$ cat config.mk
export PLATFORM = sky130hd
export DESIGN_NAME = cache_arbiter
export DESIGN_NICKNAME = d
export VERILOG_FILES = /design/src/rtl/cache_arbiter_pkg.sv /design/src/rtl/cache_arbiter.sv
export SDC_FILE = /design/constraint.sdc
export NUM_CORES = 1
export LEC_CHECK = 0
export ABC_AREA = 1
export CORE_AREA = 2 2 542 544
export CTS_CLUSTER_SIZE = 30
export DETAILED_ROUTE_END_ITERATION = 7
export DIE_AREA = 0 0 544 546
export HOLD_SLACK_MARGIN = 0.12
export PLACE_DENSITY = 0.3
export REMOVE_ABC_BUFFERS = 1
export SYNTH_ARGS = -nofsm -noshare
export SYNTH_HDL_FRONTEND = slang
export SYNTH_SLANG_ARGS = --single-unit
$ cat constraint.sdc
create_clock -name clk -period 1.5 [get_ports clk]
set_input_delay 0.225 -clock clk [delete_from_list [all_inputs] [get_ports clk]]
set_output_delay 0.225 -clock clk [all_outputs]
set_load 0.01 [all_outputs]
$ cat src/rtl/cache_arbiter_pkg.sv
// Shared memory-hierarchy types for the cache/physical-memory path.
//   LINE_W_DEF / ADDR_W_DEF : default line width and byte-address width
//   LINE_OFFSET_W           : byte-offset bits inside one 32-byte line
//   arb_state_t             : arbiter FSM state
//   req_id_t                : which cache a transaction belongs to
//   pmem_op_t               : operation currently presented to physical memory
package cache_arbiter_pkg;

   localparam int LINE_W_DEF    = 256;
   localparam int ADDR_W_DEF    = 32;
   localparam int LINE_OFFSET_W = 5;

   typedef enum logic [1:0] {
      IDLE    = 2'd0,
      SERVE_I = 2'd1,
      SERVE_D = 2'd2
   } arb_state_t;

   typedef enum logic {
      REQ_I = 1'b0,
      REQ_D = 1'b1
   } req_id_t;

   typedef enum logic [1:0] {
      OP_NONE  = 2'd0,
      OP_READ  = 2'd1,
      OP_WRITE = 2'd2
   } pmem_op_t;

endpackage

$ cat src/rtl/cache_arbiter.sv
// Arbiter sharing one physical-memory port between the I-cache and D-cache.
// Ports:
//   clk, rst_n                              clock, synchronous active-low reset
//   icache_pmem_read/address                I-cache line-fill request
//   icache_pmem_rdata/resp                  I-cache fill data and done pulse
//   dcache_pmem_read/write/address/wdata    D-cache fill / writeback request
//   dcache_pmem_rdata/resp                  D-cache fill data and done pulse
//   pmem_read/write/address/wdata           registered request to physical memory
//   pmem_rdata/resp                         physical-memory reply
// One transaction is in flight at a time. A grant latches the request, so the
// memory sees it one cycle after it is first seen in IDLE and it stays frozen
// until pmem_resp, regardless of what the requester does meanwhile.
module cache_arbiter
   import cache_arbiter_pkg::*;
#(
   parameter int LINE_W = LINE_W_DEF,
   parameter int ADDR_W = ADDR_W_DEF
) (
   input  logic              clk,
   input  logic              rst_n,
   input  logic              icache_pmem_read,
   input  logic [ADDR_W-1:0] icache_pmem_address,
   output logic [LINE_W-1:0] icache_pmem_rdata,
   output logic              icache_pmem_resp,
   input  logic              dcache_pmem_read,
   input  logic              dcache_pmem_write,
   input  logic [ADDR_W-1:0] dcache_pmem_address,
   input  logic [LINE_W-1:0] dcache_pmem_wdata,
   output logic [LINE_W-1:0] dcache_pmem_rdata,
   output logic              dcache_pmem_resp,
   output logic              pmem_read,
   output logic              pmem_write,
   output logic [ADDR_W-1:0] pmem_address,
   output logic [LINE_W-1:0] pmem_wdata,
   input  logic [LINE_W-1:0] pmem_rdata,
   input  logic              pmem_resp
);

   arb_state_t        state_q, state_d;
   req_id_t           last_q, last_d;
   pmem_op_t          op_q, op_d;
   logic [ADDR_W-1:0] addr_q, addr_d;
   logic [LINE_W-1:0] wdata_q, wdata_d;

   logic    i_pend, d_pend;
   req_id_t pick;

   always_ff @(posedge clk) begin
      if (!rst_n) begin
         state_q <= IDLE;
         last_q  <= REQ_I;  // makes the D-cache win the first tie
         op_q    <= OP_NONE;
         addr_q  <= '0;
         wdata_q <= '0;
      end else begin
         state_q <= state_d;
         last_q  <= last_d;
         op_q    <= op_d;
         addr_q  <= addr_d;
         wdata_q <= wdata_d;
      end
   end

   always_comb begin
      state_d          = state_q;
      last_d           = last_q;
      op_d             = op_q;
      addr_d           = addr_q;
      wdata_d          = wdata_q;
      icache_pmem_resp = 1'b0;
      dcache_pmem_resp = 1'b0;

      i_pend = icache_pmem_read;
      d_pend = dcache_pmem_read | dcache_pmem_write;

      // On a tie the requester not served last wins.
      pick = REQ_D;
      if (i_pend && d_pend) begin
         pick = (last_q == REQ_I) ? REQ_D : REQ_I;
      end else if (i_pend) begin
         pick = REQ_I;
      end

      case (state_q)
         IDLE: begin
            // A stray pmem_resp here is deliberately not forwarded.
            if (i_pend || d_pend) begin
               if (pick == REQ_I) begin
                  state_d = SERVE_I;
                  op_d    = OP_READ;
                  addr_d  = {icache_pmem_address[ADDR_W-1:LINE_OFFSET_W],
                             {LINE_OFFSET_W{1'b0}}};
                  wdata_d = '0;
               end else begin
                  state_d = SERVE_D;
                  // Read and write together is treated as a writeback.
                  op_d    = dcache_pmem_write ? OP_WRITE : OP_READ;
                  addr_d  = {dcache_pmem_address[ADDR_W-1:LINE_OFFSET_W],
                             {LINE_OFFSET_W{1'b0}}};
                  wdata_d = dcache_pmem_wdata;
               end
            end
         end
         SERVE_I: begin
            icache_pmem_resp = pmem_resp;
            if (pmem_resp) begin
               state_d = IDLE;
               op_d    = OP_NONE;
               last_d  = REQ_I;
            end
         end
         SERVE_D: begin
            dcache_pmem_resp = pmem_resp;
            if (pmem_resp) begin
               state_d = IDLE;
               op_d    = OP_NONE;
               last_d  = REQ_D;
            end
         end
         default: begin
            state_d = IDLE;
            op_d    = OP_NONE;
         end
      endcase
   end

   assign pmem_read         = (op_q == OP_READ);
   assign pmem_write        = (op_q == OP_WRITE);
   assign pmem_address      = addr_q;
   assign pmem_wdata        = wdata_q;
   assign icache_pmem_rdata = pmem_rdata;
   assign dcache_pmem_rdata = pmem_rdata;

endmodule

; ---- After elaboration in Yosys (flattened, before gate mapping)
; Cells that the tools add are included.
[totals]
latch_bits = 0
regBits = 293
input_bits = 582
wordCells = 40
ram_bits = 0
mem_count = 0
mem_bits_ro = 0
output_inout_bits = 804
[op_classes]
n_bitwise = 1
addsub = 0
n_eq_ne = 8
mul = 0
muxes = 18
n_lt_le_gt_ge = 0
reduce_logical = 8
n_shift = 0
div_mod_pow = 0
[op_table]
columns = operator, count
row1 = two-way mux 256 bit, 1
row2 = two-way mux 32 bit, 1
row3 = two-way mux 2 bit, 6
row4 = one-hot mux 2 bit (2 select lines), 2
row5 = two-way mux 1 bit, 7
row6 = != test 2 bit (second input constant), 3
row7 = == test 2 x 1 -> 1 bit (second input constant), 2
row8 = == test 2 bit (second input constant), 2
row9 = AND reduction 2 bit, 2
row10 = AND reduction 3 bit, 1
row11 = logical NOT 2 bit, 1
row12 = != test 2 x 1 -> 1 bit (second input constant), 1
row13 = one-hot mux 1 bit (2 select lines), 1
row14 = nonzero test 2 bit, 1
row15 = OR reduction 2 bit, 1
row16 = logical AND 1 bit, 1
row17 = logical OR 1 bit, 1
row18 = OR 1 bit, 1

; ---- Depth between registers and ports, before layout
[depth]
ltp_word = 6
depth_mapped = 10
depth_no_buf = 8

; ---- Worst setup path before layout
; OpenSTA, ideal clock, no wires.
[synth_path]
path_kind = reg2reg
startpoint = reg state_q[0]
endpoint = reg addr_q[26] (netlist: pmem_address[26])
path_buffers = 2
required_ps = 1391
t_arrival_ps = 1243
path_stages_with_launch = 11
setup_time_ps = 109
period_less_slack_ps = 1352
slack_ps = 148
path_cell_list = dfxtp_1 inv_1 ha_1 nand2_2 inv_2 buf_6 buf_2 nor2_1 nor2_1 nand2_1 inv_1
[synth_via]
elab_chain_cells = 2
[synth_lines]
columns = element, line
row1 = start: declaration, cache_arbiter.sv:39  ; arb_state_t state_q, state_d;
row2 = start signal: assignment, cache_arbiter.sv:56  ; state_q <= state_d;
row3 = logical NOT 2 bit, cache_arbiter.sv:84  ; case (state_q)
row4 = AND reduction 2 bit (no line), n/a
row5 = end signal: assignment, cache_arbiter.sv:59  ; addr_q <= addr_d;
row6 = end: declaration, cache_arbiter.sv:42  ; logic [ADDR_W-1:0] addr_q, addr_d;
; Every way passes these cells.
; A chain may end at the register's enable or synchronous reset.

; ---- Worst setup path in the final report
[layout_path]
startpoint = reg state_q[1]
endpoint = out icache_pmem_resp
[layout_via]
elab_chain_cells = 2
[layout_lines]
columns = element, line
row1 = == test 2 x 1 -> 1 bit, cache_arbiter.sv:84
row2 = two-way mux 1 bit, cache_arbiter.sv:84
row3 = end: declaration, cache_arbiter.sv:24  ; output logic icache_pmem_resp,
; Every way passes these cells.

==> results.sh <==
export IMPL_status="finished with violations"
export IMPL_violations="negative setup slack"
export IMPL_post_dp_hpwl_mm=274
export IMPL_postSynthRegisterBits=288
export IMPL_synth_top_area_share_pct=39.1
export IMPL_synthTopCellsByCount="519 x buf_4, 314 x nor2_1, 288 x dfxtp_1"
export IMPL_ir_drop_mv=0.738
export IMPL_drc_errors=0
export IMPL_rsz0062_at_grt="true"
export IMPL_post_drt_via_cell_ratio=2.67
export IMPL_nets=2658
export IMPL_place_congestion=0.922
export IMPL_r2r_end="pmem_wdata[233]"
export IMPL_first_global_vias=14100
export IMPL_min_period_over_period_pct=116
export IMPL_timing_hold_violations_final=0
export IMPL_cts_root_buffer_cell="clkbuf_16"
export IMPL_worst_slew_pin_slew_ns=0.502
export IMPL_pwr_share_comb_pct=32.7
export IMPL_p_leak_nw=8.84
export IMPL_worst_r2r_cell_count=7
export IMPL_slew_headroom_pct=66.2
export IMPL_reg2reg_slack_ns=-0.24
export IMPL_drt_pass1_iterations=5
export IMPL_synthAdderAreaFrac_pct=0.255
export IMPL_rows=199
export IMPL_synth_most_common_cell="buf_4"
export IMPL_cp_required_ns=1.27
export IMPL_netSwitchingFraction_pct=36.2
export IMPL_synth_top_family_by_area="buffers and inverters"
export IMPL_synthSimpleGateAreaFrac_pct=11.4
export IMPL_p_per_area_mw_per_mm2=1240
export IMPL_hold_depth=3
export IMPL_die_area_mm2=0.297
export IMPL_routed_wl_mm=312
export IMPL_syn_area_mm2=0.0147
export IMPL_drv_cap=0
export IMPL_busiest_layer="met2"
export IMPL_yosysTopAreaCell="dfxtp_1"
export IMPL_areaGrowthSynthToFinish_pct=66.0
export IMPL_clock_skew_ns=0.0652
export IMPL_io_pins=1386
export IMPL_async_reset_ff_share_pct=0
export IMPL_muxShareOfSynthArea_pct=0
export IMPL_synth_main_ff_cell="dfxtp_1"
export IMPL_coreArea_mm2=0.292
export IMPL_drv_slew=0
export IMPL_ys_warn_count=0
export IMPL_synth_cell_types=19
export IMPL_cts_max_level=2
export IMPL_hold_path_startpoint="dcache_pmem_wdata[55]"
export IMPL_end_kind="output pin"
export IMPL_clock_sinks=288
export IMPL_r2r_start="state_q[1]"
export IMPL_crit_type="reg2out"
export IMPL_grt_ovfl_total=0
export IMPL_port_buffers=602
export IMPL_hold_path_class="in2reg"
export IMPL_dr_total_vias=16100
export IMPL_p_switching_mw=11.0
export IMPL_clock_path_buffers=3
export IMPL_power_internal_mw=19.4
export IMPL_drive_gt1_share_pct=23.5
export IMPL_p_clk_share_pct=35.1
export IMPL_worstPathArrival_ns=1.52
export IMPL_stdcell_area_mm2=0.0245
export IMPL_cp_start_kind="register"
export IMPL_place_area_mm2=0.0230
export IMPL_grt_usage_pct=20.3
export IMPL_period_minus_slack_ns=1.75
export IMPL_fp_dieH_um=546
export IMPL_ys_seq_area_share_pct=39.1
export IMPL_finish_utilization_pct=8.38
export IMPL_antenna_found_initial=117
export IMPL_path_clk_slew_ns=0.08
export IMPL_setup_slack_ns=-0.247
export IMPL_setup_viol=268
export IMPL_worstSkewPairLatency_ns=0.66
export IMPL_cts_tree="yes"
export IMPL_yosys_top_cells_area="dfxtp_1 39%, buf_4 26%, a21oi_1 8.9%"
export IMPL_met2_usage_pct=29.7
export IMPL_grt_pass1_wl_mm=345
export IMPL_met1_usage_pct=12.2
export IMPL_use_met3_pct=27.5
export IMPL_worstPathMaxFanout=2
export IMPL_die_w_um=544
export IMPL_start_util_pct=5.05
export IMPL_synth_enable_flop_cells=0
export IMPL_first_iter_violations=1277
export IMPL_pwr_share_seq_pct=32.2
export IMPL_cts_buffers=42
export IMPL_routedWlPerCell_um=51.8
export IMPL_syn_area_per_cell_um2=7.64
export IMPL_hold_ws_ns=0.199
export IMPL_ant_nets=0
export IMPL_grt_start_max_net_pins=80
export IMPL_netlist_instances=1930
export IMPL_synthXorXnorAreaFrac_pct=0
export IMPL_holdPathEnd="pmem_wdata[55]"
export IMPL_synth_compound_area_share_pct=17.7
export IMPL_fmax_ghz=0.573
[worst max-delay path, cell delays in order (launching register included)]
cell,delay (ns)
dfxtp_2,0.34
inv_2,0.04
buf_6,0.11
ha_4,0.15
nand2_4,0.06
inv_2,0.04
buf_6,0.11
[power groups by stage]
stage          logic, mW  clock network, mW  registers, mW
6_report            9.92               10.6           9.77
5_1_grt             10.9               11.4           9.94
4_1_cts             10.2               11.2           9.79
3_5_place_dp        10.4                  0           9.88
3_3_place_gp        10.5                  0           9.90
2_1_floorplan       2.53                  0           10.1
[through the flow]
stage | setup TNS, ns | instances | worst slack [ns] | total power [mW]
global placement | -127.10 | 5913 | -0.630 | 20.4
global route | -52.43 | 6023 | -0.318 | 32.2
floorplan | -1341.73 | 1291 | -4.73 | 12.6
CTS | -32.18 | 6020 | -0.324 | 31.2
detailed placement | -125.52 | 5913 | -0.615 | 20.3
finish | -27.27 | 6027 | -0.247 | 30.3
[flip-flops by register name (all words and copies together) (netlist names)]
| name | count |
|---|---|
| pmem_address | 27 |
| pmem_wdata | 256 |
| state_q | 2 |
| last_q | 1 |
| op_q | 2 |
[repair_timing]
action | in CTS | in global routing
buffers inserted | 1 | 0
endpoints found under the setup margin | 519 | 345
resized for setup | 748 | 12
hold endpoints to repair | 152 | 0
cloned | 1 | 0
hold buffers | 33 | 0
[worst max-delay path by stage]
stage	start	end	depth (start not counted)
finish	state_q[1]	icache_pmem_resp	6
global placement	dcache_pmem_read	pmem_wdata[96]	9
floorplan	state_q[0]	pmem_wdata[0]	6
CTS	state_q[1]	icache_pmem_resp	6
detailed placement	dcache_pmem_read	pmem_wdata[96]	9
global route	state_q[0]	dcache_pmem_resp	6
[cell usage in the layout (no fill, tap or decap), types with 3 or more instances in the layout]
cell type	n
clkdlybuf4s50_1	314
nor2_1	312
dfxtp_1	257
a21oi_1	254
o21ai_0	151
buf_4	114
buf_2	109
o21ai_1	106
buf_12	105
nand2_1	91
clkbuf_16	43
dlygate4sd3_1	33
inv_1	30
nand3_1	29
dfxtp_2	25
clkdlybuf4s15_2	20
buf_6	17
clkdlybuf4s15_1	10
clkbuf_8	9
dlygate4sd2_1	9
diode_2	7
inv_2	7
a21oi_2	7
clkinv_2	6
dfxtp_4	6
conb_1	5
clkbuf_1	5
buf_16	4
clkinv_4	3
buf_8	3
[area by class of cell]
type,instances,area (µm²)
clock inverter,15,183
tap,3919,4900
clock buffer,57,1220
multi-input combinational,965,4440
antenna,7,17.5
inverter,38,159
timing repair buffer,738,7730
fill,34100,268000
sequential,288,5820
[layer usage]
layer  wire length [µm]  vias up
met5               6380        -
met4              20900       48
met1              67300     6976
li1                   -     6049
met3              89700      433
met2             128000     2576
[cells by family after synthesis]
logic type / after synthesis
buffers and inverters: 681
adder cells (fa/ha/maj): 3
AND/OR/NAND/NOR: 438
flip-flops: 288
AO/OA/AOI/OAI: 519
other: 1
(Power assumes the default switching activity.)
